$ cat config.mk
export PLATFORM = sky130hd
export DESIGN_NAME = regfile_onehot_wr
export DESIGN_NICKNAME = d
export VERILOG_FILES = /design/src/rtl/regfile_pkg.sv /design/src/rtl/regfile_onehot_wr_decoder.sv /design/src/rtl/regfile_onehot_wr.sv
export SDC_FILE = /design/constraint.sdc
export NUM_CORES = 2
export LEC_CHECK = 0
export ABC_AREA = 1
export ABC_CLOCK_PERIOD_IN_PS = 1400
export BUFFER_PORTS_ARGS = -buffer_cell sky130_fd_sc_hd__buf_2
export CAP_MARGIN = 20
export CORE_MARGIN = 2
export CORE_UTILIZATION = 41
export CTS_CLUSTER_DIAMETER = 80
export DETAILED_ROUTE_END_ITERATION = 16
export PLACE_DENSITY_LB_ADDON = 0.08
export REMOVE_ABC_BUFFERS = 1
export SYNTH_ARGS = -nofsm -noshare
export SYNTH_HDL_FRONTEND = slang
export SYNTH_SLANG_ARGS = --single-unit
$ cat constraint.sdc
create_clock -name clk_i -period 1.4 [get_ports clk_i]
set_input_delay 0.07 -clock clk_i [delete_from_list [all_inputs] [get_ports clk_i]]
set_output_delay 0.07 -clock clk_i [all_outputs]
set_load 0.005 [all_outputs]
$ cat src/rtl/regfile_pkg.sv
// Shared constants and types for the rv32i register file slice.
package regfile_pkg;

  localparam int unsigned RF_ADDR_W = 5;
  localparam int unsigned RF_DATA_W = 32;
  localparam int unsigned RF_NUM_RD = 2;

  typedef logic [RF_ADDR_W-1:0] rf_addr_t;
  typedef logic [RF_DATA_W-1:0] rf_data_t;

endpackage

$ cat src/rtl/regfile_onehot_wr_decoder.sv
// Enable-gated N-to-2^N one-hot decoder.
module onehot_decoder #(
  parameter int unsigned N = 5
) (
  input  logic [N-1:0]      a_i,
  input  logic              en_i,
  output logic [2**N-1:0]   out_o
);

  localparam int unsigned OUT_W = 2**N;

  for (genvar i = 0; i < OUT_W; i++) begin : g_bit
    assign out_o[i] = en_i & (a_i == N'(i));
  end

endmodule

$ cat src/rtl/regfile_onehot_wr.sv
// Parametrised multi-read-port register file with one-hot write decode,
// optional hardwired-zero register 0 and optional write-to-read bypass.
module regfile_onehot_wr
  import regfile_pkg::*;
#(
  parameter int unsigned ADDR_W   = RF_ADDR_W,
  parameter int unsigned DATA_W   = RF_DATA_W,
  parameter int unsigned NUM_RD   = RF_NUM_RD,
  parameter int unsigned ZERO_REG = 1,
  parameter int unsigned BYPASS   = 0
) (
  input  logic                     clk_i,
  input  logic                     rst_ni,
  input  logic                     wr_en_i,
  input  logic [ADDR_W-1:0]        wr_addr_i,
  input  logic [DATA_W-1:0]        wr_data_i,
  input  logic [NUM_RD*ADDR_W-1:0] rd_addr_i,
  output logic [NUM_RD*DATA_W-1:0] rd_data_o,
  output logic [2**ADDR_W-1:0]     wr_onehot_o
);

  localparam int unsigned DEPTH = 2**ADDR_W;

  logic [DEPTH-1:0]  dec_onehot;
  logic [DATA_W-1:0] mem [DEPTH];

  onehot_decoder #(
    .N (ADDR_W)
  ) u_wr_dec (
    .a_i   (wr_addr_i),
    .en_i  (wr_en_i),
    .out_o (dec_onehot)
  );

  // Register 0 never gets a write strobe when it is hardwired to zero.
  always_comb begin
    wr_onehot_o = dec_onehot;
    if (ZERO_REG != 0) begin
      wr_onehot_o[0] = 1'b0;
    end
  end

  for (genvar i = 0; i < DEPTH; i++) begin : g_row
    if (ZERO_REG != 0 && i == 0) begin : g_zero
      assign mem[i] = '0;
    end else begin : g_reg
      logic [DATA_W-1:0] row_q;

      always_ff @(posedge clk_i or negedge rst_ni) begin
        if (!rst_ni) begin
          row_q <= '0;
        end else if (wr_onehot_o[i]) begin
          row_q <= wr_data_i;
        end
      end

      assign mem[i] = row_q;
    end
  end

  // Independent combinational read ports; zero-register masking wins over bypass.
  for (genvar k = 0; k < NUM_RD; k++) begin : g_rd
    logic [ADDR_W-1:0] addr;
    logic [DATA_W-1:0] data;

    assign addr = rd_addr_i[k*ADDR_W +: ADDR_W];

    always_comb begin
      data = mem[addr];
      if (BYPASS != 0 && wr_en_i && addr == wr_addr_i) begin
        data = wr_data_i;
      end
      if (ZERO_REG != 0 && addr == '0) begin
        data = '0;
      end
    end

    assign rd_data_o[k*DATA_W +: DATA_W] = data;
  end

endmodule

==> impl_results.md <==
- Avg Cell Area, Syn: between 6 and 7 um2
- Site Rows: 139
- Biggest register: g_row.g_reg.row_q
- CP max-delay cell: dfrtp_1
- Failing checks: negative setup slack
- # nets final: 9278
- Initial antenna violation count: 3
- Fin. Hold Viols: 0
- Routed wire length: ~250 mm
- Critical path's top delay family: simple AND/OR/NAND/NOR gates
- Number of CTS-inserted buffers: 120
- YS warnings: 0
- Endpoint class of the critical path: output pin
- Worst slew pin tran: 0.504 ns
- Unrepaired setup endpoints after global routing: yes
- Vias in the first global route: roughly 57000
- Ports: roughly 150
- H-tree Lvls: 3
- Fin Clk Skew: 0 ns
- Avg Vias per Cell: 5.42
- Switching part of the total: 32.8%
- Non-Filler Instances: 11200
- Psw: 30.6 mW
- Worst-skew pair later-pin latency: 0.74 ns
- Cells after synthesis: 8939
- Critical-path cell list: inv_1 > nand2_1 > nand3_1 > nand3_1 > nand3_1 > nand2_1 > nand2_1 > nand2_2 > buf_2
- Syn Std Cell Area: between 50000 and 60000 um2
- Cell area power density: 1270 nW/um2
- First-pass GRT wire length: 377 mm
- Wire per inst: approximately 23 um
- Max reg flops: 992
- Iter 0 DRT Violations: 6412
- Core area: around 140000 um2
- RD Place Congestion: slightly below 0.9
- Combinational power share: 23.9%
- Post-synthesis sequential area ratio: 42.1%
- Starting Density: 41.2%
- Synth unique cells: 25
- Die ar.: 147000 um2
- Crit. Startpoint: g_row[11].g_reg.row_q[18]
- PnR worst setup slack: -0.648 ns
- Kind of critical path: flip-flop to output pin
- WP data required: 1.33 ns
- Clock Tree Root: clkbuf_16
- CP Max Fanout: 2
- Vias post-DR: 60900
- # diodes: 0
- Max VDD drop: 1.01 mV
- Clock power share: a little over a third
- CTS max path bufs: 3
- Final Setup Violations: 64
- Clock-pin slew on the worst setup and hold paths: about 0.060 ns
- Clk sink count: 992
- Internal power: 62.5 mW
- Worst path arrival time: 1.98 ns
- TritonCTS clock tree: yes
- DR pass1 iterations: 6
- Yosys reg bits: between 900 and 1000
- I/O Buffers: 144
- GRT Util Overall: 34.0%
- Maxcap violations: 0
- Final Critical Period: 2.05 ns
- Reg power frac: 41.0%
- Worst Hold Class: input port to asynchronous set/reset pin
- P_leak: 37.5 nW
- Total Power: 93.1 mW
- Drt drc: 0
- R2r startpoint: g_row[12].g_reg.row_q[4]
- Max transition margin: 66.4%
- Share of cells above drive strength 1: 15.8%
- Die height: ~380 um
- Outcome: finished, violations left
- Buf/Inv on CP: 2
- Placed Cells: 10900
- Area grow syn2layout: 23.8%
- Largest net degree at the start of global routing: 70
- Die width: 383 um
- GR Overflow Total: 0
- Max frequency: 488 MHz
- Hpwl dp: approximately 160 mm
- Slew Viols, Final: 0
- DRT antenna net count: 0
- Largest registers: g_row.g_reg.row_q: 992 flops
- Crit share post-route: 146%
- Biggest cell delay along the critical path: 0.37 ns
- Crit path launch type: flip-flop
==> synthesized netlist by cell type, drive strengths merged <==
cell type	n	area [um2]
nor2	156	684
nor3	1	16.3
buf	516	3050
conb	1	3.75
a21oi	164	821
clkbuf	173	654
nand2	3734	14000
inv	950	3570
o21ai	1012	5060
nand3	1213	6080
dfrtp	992	24800
or2	27	169
==> worst paths after layout <==
path | end | slack (ns) | depth (start not counted)
max | rd_data_o[18] | -0.65 | 9
min | g_row[27].g_reg.row_q[11] | 0.04 | 3
max reg2reg | g_row[12].g_reg.row_q[4] | 0.50 | 4
min reg2reg | g_row[11].g_reg.row_q[21] | 0.48 | 2
max in group asynchronous | g_row[18].g_reg.row_q[11] | 0.54 | 3
min in group clk_i | g_row[28].g_reg.row_q[31] | 0.08 | 6
==> power groups by stage <==
stage          logic, mW  clock network [mW]  registers (mW)
2_1_floorplan       12.6                   0            37.4
3_3_place_gp        20.1                   0            38.4
3_5_place_dp        20.4                   0            38.4
4_1_cts             21.3                33.1            38.0
5_1_grt             25.3                34.3            38.9
6_report            22.3                32.6            38.2
==> cell families (layout without fill, tap and decap cells) <==
logic type / Yosys count / after routing / share of synthesized area (%)
AO/OA/AOI/OAI: 1176 / 1176 / 9.98
other: 1 / 1 / 0.00636
AND/OR/NAND/NOR: 5131 / 5131 / 35.6
flip-flops: 992 / 992 / 42.1
buffers and inverters: 1639 / 2024 / 12.3
==> layer usage <==
metal	part of all wire, %	vias to the layer above	global-route usage (%)
li1	-	28500	-
met2	45	2850	54.1
met1	43	29000	47.0
met3	8.1	553	4.80
met5	0.0043	-	0
met4	4.0	2	12.2
==> per-stage QoR <==
| step | hold WS (ns) | utilization, % | TNS [ns] | area, um2 | worst slack (ns) |
|---|---|---|---|---|---|
| 2_1_floorplan | -0.226 | - | -373.88 | 55300 | -3.43 |
| 3_3_place_gp | -0.0159 | 46.4 | -15.93 | 66300 | -0.354 |
| 3_5_place_dp | -0.0147 | 46.4 | -17.94 | 66300 | -0.308 |
| 4_1_cts | 0.0377 | 50.2 | -38.06 | 71800 | -0.680 |
| 5_1_grt | 0.0482 | 51.0 | -42.07 | 73000 | -0.752 |
| 6_report | 0.0422 | 51.0 | -35.18 | 73000 | -0.648 |
==> layout make-up <==
cell class                      instances  area [um2]
Fill cell                           14200       70100
Multi-Input combinational cell       6308       28300
Clock inverter                         44         503
Timing Repair Buffer                  856        9850
Inverter                              950        3620
Tap cell                             1903        2380
Sequential cell                       992       24800
Clock buffer                          174        3580
==> placed cells by master, fill, tap and decap left out, types with 3 or more instances in the layout <==
| master | n |
|---|---|
| dfrtp_1 | 991 |
| or2_4 | 17 |
| bufinv_16 | 9 |
| or2_0 | 10 |
| a21oi_1 | 158 |
| clkbuf_16 | 125 |
| inv_2 | 108 |
| clkbuf_8 | 33 |
| dlygate4sd3_1 | 36 |
| inv_6 | 6 |
| o21ai_0 | 631 |
| nand3_2 | 147 |
| clkinv_2 | 22 |
| nand3_1 | 1066 |
| inv_4 | 3 |
| nand2_1 | 3603 |
| buf_2 | 111 |
| o21ai_1 | 380 |
| buf_12 | 270 |
| nor2_4 | 20 |
| inv_8 | 3 |
| buf_8 | 5 |
| clkinv_4 | 4 |
| clkbuf_1 | 19 |
| nor2_1 | 128 |
| nor2_2 | 7 |
| inv_1 | 832 |
| clkbuf_4 | 4 |
| nand2_4 | 35 |
| buf_4 | 395 |
| a21oi_2 | 6 |
| buf_6 | 31 |
| clkinvlp_4 | 5 |
| nand2_2 | 94 |
==> worst register-to-register path, cell delays in order (launching register included) <==
cell and delay [ns]:
dfrtp_1 0.41, buf_6 0.14, buf_4 0.12, nand2_1 0.05
o21ai_1 0.06
==> what timing repair did <==
item                                    CTS  global route
setup buffers                            39            65
setup endpoints to repair                68            84
pin swaps                               215           184
gates resized for setup                 208           233
endpoints found under the hold margin  1852             0
hold buffers                             36             0
gates cloned                              1             3
No activity file was read; power rests on OpenSTA's default activity.
